## src/rtl/multicycle_controller.sv

```systemverilog
// Multi-cycle fetch/decode/execute/mem/writeback sequencer with req/ack memory handshakes and a sticky timeout fault.
// Optional perf counters (cycle_count, instret_count) are built when MULTICYCLE_PERF_CNT_EN is defined.
module multicycle_controller #(
    parameter int unsigned TIMEOUT_CYCLES = 255,
    parameter int unsigned CNT_W          = 16
) (
    input  logic       clk,
    input  logic       rst,
    input  logic       run,
    input  logic       imem_ack,
    input  logic       dmem_ack,
    input  logic       dec_reg_write,
    input  logic       dec_mem_read,
    input  logic       dec_mem_write,
    input  logic       dec_branch,
    input  logic       dec_jump,
    input  logic       branch_taken,
    output logic       imem_req,
    output logic       dmem_req,
    output logic       dmem_we,
    output logic       ir_we,
    output logic       mdr_we,
    output logic       rf_we,
    output logic       pc_we,
    output logic       pc_sel,
    output logic [2:0] state,
    output logic       fault
`ifdef MULTICYCLE_PERF_CNT_EN
    ,
    output logic [31:0] cycle_count,
    output logic [31:0] instret_count
`endif
);

    typedef enum logic [2:0] {
        S_FETCH   = 3'd0,
        S_DECODE  = 3'd1,
        S_EXECUTE = 3'd2,
        S_MEM     = 3'd3,
        S_WB      = 3'd4,
        S_FAULT   = 3'd7
    } state_e;

    // Timeout fires on the last allowed waiting cycle, so an ack in that cycle still wins.
    localparam logic [CNT_W-1:0] CNT_LAST = CNT_W'(TIMEOUT_CYCLES - 1);

    state_e           state_q, state_d;
    logic [CNT_W-1:0] cnt_q, cnt_d;
    logic             fault_q, fault_d;
    logic             pc_sel_q, pc_sel_d;
    logic             ireq_hold_q, ireq_hold_d;

    logic             req_c;
    logic             ack_c;
    logic             timeout_c;

    always_ff @(posedge clk) begin
        if (rst) begin
            state_q     <= S_FETCH;
            cnt_q       <= '0;
            fault_q     <= 1'b0;
            pc_sel_q    <= 1'b0;
            ireq_hold_q <= 1'b0;
        end else begin
            state_q     <= state_d;
            cnt_q       <= cnt_d;
            fault_q     <= fault_d;
            pc_sel_q    <= pc_sel_d;
            ireq_hold_q <= ireq_hold_d;
        end
    end

    always_comb begin
        imem_req  = 1'b0;
        dmem_req  = 1'b0;
        dmem_we   = 1'b0;
        ir_we     = 1'b0;
        mdr_we    = 1'b0;
        rf_we     = 1'b0;
        pc_we     = 1'b0;
        pc_sel    = 1'b0;
        state_d   = state_q;
        pc_sel_d  = pc_sel_q;

        req_c     = 1'b0;
        ack_c     = 1'b0;
        timeout_c = 1'b0;

        // Request/ack decode first so the timeout check sees this cycle's handshake.
        if (state_q == S_FETCH) begin
            imem_req = run | ireq_hold_q;
        end
        if (state_q == S_MEM) begin
            dmem_req = 1'b1;
            dmem_we  = dec_mem_write;
        end
        req_c     = imem_req | dmem_req;
        ack_c     = (imem_req & imem_ack) | (dmem_req & dmem_ack);
        timeout_c = req_c & ~ack_c & (cnt_q == CNT_LAST);

        unique case (state_q)
            S_FETCH: begin
                if (imem_req && imem_ack) begin
                    ir_we   = 1'b1;
                    state_d = S_DECODE;
                end else if (timeout_c) begin
                    state_d = S_FAULT;
                end
            end
            S_DECODE: begin
                state_d = S_EXECUTE;
            end
            S_EXECUTE: begin
                pc_sel_d = dec_jump | (dec_branch & branch_taken);
                state_d  = (dec_mem_read | dec_mem_write) ? S_MEM : S_WB;
            end
            S_MEM: begin
                if (dmem_ack) begin
                    mdr_we  = ~dmem_we;
                    state_d = S_WB;
                end else if (timeout_c) begin
                    state_d = S_FAULT;
                end
            end
            S_WB: begin
                rf_we   = dec_reg_write;
                pc_we   = 1'b1;
                pc_sel  = pc_sel_q;
                state_d = S_FETCH;
            end
            S_FAULT: begin
                state_d = S_FAULT;
            end
            default: begin
                state_d = S_FETCH;
            end
        endcase
    end

    always_comb begin
        cnt_d       = cnt_q + CNT_W'(1);
        ireq_hold_d = imem_req & ~imem_ack & (state_d == S_FETCH);
        fault_d     = fault_q | (state_d == S_FAULT);
        if (!req_c || ack_c || (state_d != state_q)) begin
            cnt_d = '0;
        end
    end

    assign state = state_q;
    assign fault = fault_q;

`ifdef MULTICYCLE_PERF_CNT_EN
    logic [31:0] cycle_cnt_q, instret_cnt_q;

    always_ff @(posedge clk) begin
        if (rst) begin
            cycle_cnt_q   <= '0;
            instret_cnt_q <= '0;
        end else if (state_q != S_FAULT) begin
            cycle_cnt_q <= cycle_cnt_q + 32'd1;
            if (state_q == S_WB) begin
                instret_cnt_q <= instret_cnt_q + 32'd1;
            end
        end
    end

    assign cycle_count   = cycle_cnt_q;
    assign instret_count = instret_cnt_q;
`endif

endmodule

```

## config.mk

```make
export PLATFORM = sky130hd
export DESIGN_NAME = multicycle_controller
export DESIGN_NICKNAME = d
export VERILOG_FILES = /design/src/rtl/multicycle_controller.sv
export SDC_FILE = /design/constraint.sdc
export NUM_CORES = 1
export LEC_CHECK = 0
export BUFFER_PORTS_ARGS = -buffer_cell sky130_fd_sc_hd__buf_2
export CAP_MARGIN = 15
export CORE_MARGIN = 2
export CORE_UTILIZATION = 45
export DETAILED_ROUTE_END_ITERATION = 8
export GPL_ROUTABILITY_DRIVEN = 0
export PLACE_DENSITY = 0.73
export SYNTH_ARGS = -nofsm -noshare
export SYNTH_HDL_FRONTEND = slang
export SYNTH_SLANG_ARGS = --single-unit
export TNS_END_PERCENT = 20
```

## constraint.sdc

```tcl
create_clock -name clk -period 3.9 [get_ports clk]
set_clock_uncertainty 0.15 [all_clocks]
set_input_delay 0.195 -clock clk [delete_from_list [all_inputs] [get_ports clk]]
set_output_delay 0.195 -clock clk [all_outputs]
set_load 0.005 [all_outputs]
```

; Yosys cells after proc, flatten, opt, wreduce, memory -nomap -nowiden
; Cells that the tools add are included.
; Widths: inputs -> output; s select.
[word_totals]
word_cells = 52
out_inout_bits = 12
register_bits = 22
inputBits = 11
[classes]
addsub = 1
n_eq_ne = 8
bitwise = 16
n_reduce_logical = 7
mux = 15
[op_table]
columns = cell, count
row1 = $add 16x1->16 const B, 1
row2 = $eq 16x8->1 const B, 1
row3 = $pmux 3 s5, 1
row4 = $mux 3, 4
row5 = $mux 1, 10
row6 = $eq 3x3->1 const B, 3
row7 = $and 1x1->1, 7
row8 = $eq 3x2->1 const B, 2
row9 = $logic_not 3->1, 2
row10 = $or 1x1->1, 6
row11 = $eq 3x1->1 const B, 1
row12 = $ne 3x3->1, 1
row13 = $not 1->1, 3
row14 = $logic_or 1x1->1, 2
row15 = $reduce_or 2->1, 1
row16 = $logic_and 1x1->1, 1
row17 = $logic_not 1->1, 1

; Longest topological paths before layout
[logic_depth]
depth_word = 13
ltp_mapped = 8
mapped_depth_nobuf = 6

; Least setup slack after synthesis
; No wires, ideal clock.
[synth_timing]
path_kind = reg2reg
start = register state_q[2] (netlist: state[2])
end = register cnt_q[11]
required_ps = 3686
setup_ps = 64
path_stages_with_launch = 8
slack_ps = 1940
arrival_ps = 1745
synth_period_minus_slack_ps = 1960
cell_sequence = dfxtp_1 > buf_6 > or3_4 > o32a_1 > or3_1 > buf_6 > buf_8 > nor2_1
[synth_between]
elab_chain_len = 13
[synth_lines]
columns = item, line
row1 = start: declaration, 47  ; state_e state_q, state_d;
row2 = start signal: assignment, 65  ; state_q <= state_d;
row3 = $eq 3x2->1 or $logic_not 3->1 (tied branches), "93, 101, 90"
row4 = "$mux 1, on equally long branches", "93, 90"
row5 = $and 1x1->1, 98  ; ack_c = (imem_req & imem_ack) | (dmem_req & dmem_ack);
row6 = $or 1x1->1, 98
row7 = $not 1->1, 99  ; timeout_c = req_c & ~ack_c & (cnt_q == CNT_LAST);
row8 = $and 1x1->1 (2 in series), 99
row9 = $mux 3, "106, 121"
row10 = "$mux 3, on equally long branches", "118, 103"
row11 = $pmux 3 s5, 101  ; unique case (state_q)
row12 = $ne 3x3->1, 144  ; if (!req_c || ack_c || (state_d != state_q)) begin
row13 = $logic_or 1x1->1 (*), 144
row14 = $reduce_or 2->1 (no line) (*), --
row15 = end signal: assignment, 66  ; cnt_q <= cnt_d;
row16 = end: declaration, 48  ; logic [CNT_W-1:0] cnt_q, cnt_d;
; Mark *: on every way between the ends. The rest lies on a longest branch, timed or not.
; A chain may end at the register's enable or synchronous reset.

; Final worst setup path
[layout_timing]
start = register cnt_q[12]
end = register ireq_hold_q
[layout_between]
elab_chain_len = 7
[layout_lines]
columns = item, line
row1 = $eq 16x8->1 (*), 99
row2 = $and 1x1->1 (*), 99
row3 = $mux 3 (*), "106, 121"
row4 = "$mux 3, on equally long branches", "118, 103"
row5 = $pmux 3 s5 (*), 101
row6 = $logic_not 3->1 (*), 142  ; ireq_hold_d = imem_req & ~imem_ack & (state_d == S_FETCH);
row7 = $and 1x1->1 (*), 142
row8 = end signal: assignment, 69  ; ireq_hold_q <= ireq_hold_d;
row9 = end: declaration, 51  ; logic ireq_hold_q, ireq_hold_d;
; Marked as above.

==> results.md <==
- Iteration-0 DRC Markers: 18
- Power consumption: between 300 and 400 µW
- Placed cell area: roughly 1200 µm²
- Post-layout min period: between 2 and 2.5 ns
- HP Class: in -> reg
- Hold WS: around 0.094 ns
- Vias in the first global route: 892
- Vias per cell: between 5 and 6
- CP max FO: 4
- Post-synth top area cell: dfxtp_1
- Yosys Warn Count: 0
- Max_cap viols: 0
- Worst-skew pair later-pin latency: 0.31 ns
- Status: finished, final reports clean
- Power Dens Cells: around 300 nW/µm²
- Final Max Tran Viols: 0
- Max-slew headroom: 0.672
- Cell variety after synth: 36
- NumNets Final: 170
- Syn Inst Count: 132
- Initial core utilization: 0.463
- Antenna Violating Nets Remaining: 0
- First-pass GRT wire length: 3700 µm
- Layout cell share with drive strength beyond 1: 0.179
- Synth Area in Compound Gates: 0.110
- H-tree levels: 1
- First drt pass iteration count: 4
- Die Height: 54.0 µm
- Final Cell Area: 1290 µm²
- Core Area: 2430 µm²
- Synth Area in Adders: 0.0222
- TNS Setup: 0 ns
- # rows: 18
- Worst-margin pin slew: 0.487 ns
- Dominant cells by area after synthesis: dfxtp_1 39%, xnor2_1 7.8%, nor2_1 7.7%
- N_diodes: 0
- Clk sink count: 22
- Maximum vdd drop: 0.000264 V
- WP data arrival: 2.34 ns
- Mapped Nets: 145
- Wire per inst: 11.7 µm
- Crit path capture type: flip-flop
- CTS clk-pin slew, worst paths: roughly 0.13 ns
- HPWL Detailed: around 1600 µm
- Util after Layout: 0.532
- Share of the yosys chip area belonging to registers: 0.391
- Async SR Flop Fraction: 0
- Pin count of the biggest net entering global routing: 17
- Overall routing resource usage: 0.172
- Fill cells: ~240
- Post-synth EDFFs: 0
- Pleak: 0.477 nW
- Initial antenna violation count: 0
- Die Wd: 54.0 µm
- Ports: 23
- Crit start category: flip-flop
- Grt total ovfl: 0
- Unrepaired setup endpoints after global routing: false
- Synth cell count leaders: 23 x nor2_1, 22 x dfxtp_1, 10 x xnor2_1
- Post-Syn Area per Cell: 8.53 µm²
- TritonCTS clock tree: built
- # resized after CTS: 0
- Post-Synth XOR/XNOR Area: 0.109
- Count leader, synth: nor2_1
- Largest family of logic cells by synthesized area: simple AND/OR/NAND/NOR gates
- Mapped cell area: 1130 µm²
- Root Buffer: clkbuf_4
- Hold Vio Cnt, Final: 0
- Post-synthesis mux area share: 0
- Count of final setup violators: 0
- Residual DRC: 0
- Total wire length: 2170 µm
- Area Growth Syn to Fin: 15.0%
- CP Class: reg -> reg
- Final period util: 0.584
- Post-synth top area share: 0.391
- Post-Synth Simple-Gate Area: 0.304
- F_max: 439 MHz
- Main synth FF type: dfxtp_1
- Via count: between 900 and 1000
- #FFs+latches synth: 22
- Crit path required time: 3.96 ns
- Count of input and output buffers: 22
- Clock buffer count from CTS: 3
- Die ar.: 2920 µm²
- Clock Tree Buf Depth: 2
## cells by family after synthesis
group / count (synthesis)
adders and majority gates: 2
AOI/OAI and AO/OA: 19
DFF: 22
xor gates and xnor gates: 14
buffers and inverters: 12
and+or+nand+nor: 63
## repair_timing
| item | 4_1_cts | 5_1_grt |
|---|---|---|
| buffers inserted | 0 | 0 |
| hold endpoints to repair | 5 | 0 |
| hold buffers | 3 | 0 |
## worst max-delay path, cell delays in order (launching register included)
cell and delay (ns):
dfxtp_1 0.35, or4_1 0.52, nor4_1 0.48, nor4b_1 0.11
dlygate4sd3_1 0.57
## state kept, by name, indices dropped and copies added (netlist names)
register	cells
cnt_q	16
state	3
fault	1
ireq_hold_q	1
pc_sel_q	1
## routing by layer
layer,vias to the layer above,GRT usage,part of all wire
li1,517,-,-
met1,432,0.217,0.47
met2,21,0.291,0.48
met3,2,0.0500,0.047
met4,0,0.0375,0.0055
met5,-,0,0
## through the flow
stage          worst slack, ns  cells
2_1_floorplan             1.94    132
3_3_place_gp              1.73    179
3_5_place_dp              1.65    179
4_1_cts                   1.63    186
5_1_grt                   1.36    186
6_report                  1.62    186
## cell type report
class                           instances  area (µm²)  area share
Tap cell                               30        37.5      0.0290
Clock buffer                            4        36.3      0.0280
Inverter                                7        26.3      0.0203
Timing Repair Buffer                   25         140       0.108
Sequential cell                        22         440       0.340
Multi-Input combinational cell         98         614       0.474
## cells in the final DEF, fill, tap and decap left out, drive strengths merged
cell / synthesis / final
nand3: 3 / 3
nand4b: 1 / 1
nand2: 5 / 5
nor2: 23 / 23
a21oi: 7 / 7
or3b: 1 / 1
a311oi: 1 / 1
buf: 3 / 22
dlygate4sd3: 0 / 3
ha: 2 / 2
a221oi: 2 / 2
dfxtp: 22 / 22
o311ai: 1 / 1
nand4: 4 / 4
nor4b: 3 / 3
a22o: 1 / 1
and3: 1 / 1
nand3b: 1 / 1
clkbuf: 2 / 4
and2: 4 / 4
o21ai: 4 / 4
nor3b: 1 / 1
nand2b: 1 / 1
xor2: 4 / 4
nor4bb: 1 / 1
and3b: 1 / 1
inv: 7 / 7
or4: 1 / 1
xnor2: 10 / 10
o32a: 1 / 1
nor4: 2 / 2
or3: 3 / 3
and4: 1 / 1
nor3: 6 / 6
a21boi: 2 / 2
## power by group
group | switching [mW] | total [mW] | internal, mW
Sequential | 0.00710 | 0.236 | 0.229
Clock | 0.0667 | 0.124 | 0.0570
Combinational | 0.0190 | 0.0397 | 0.0207
Total | 0.0928 | 0.399 | 0.306
## final timing paths
| kind | from | end | slack (ns) | depth (start not counted) |
|---|---|---|---|---|
| setup / recovery | cnt_q[12]$_SDFF_PP0_ | ireq_hold_q$_SDFF_PP0_ | 1.62 | 4 |
| hold / removal | dec_jump | pc_sel_q$_SDFFE_PP0N_ | 0.09 | 3 |
| setup reg to reg | cnt_q[12]$_SDFF_PP0_ | ireq_hold_q$_SDFF_PP0_ | 1.62 | 4 |
| hold reg to reg | cnt_q[0]$_SDFF_PP0_ | cnt_q[0]$_SDFF_PP0_ | 0.33 | 1 |
Note: power is estimated with default switching activity, not from simulation.
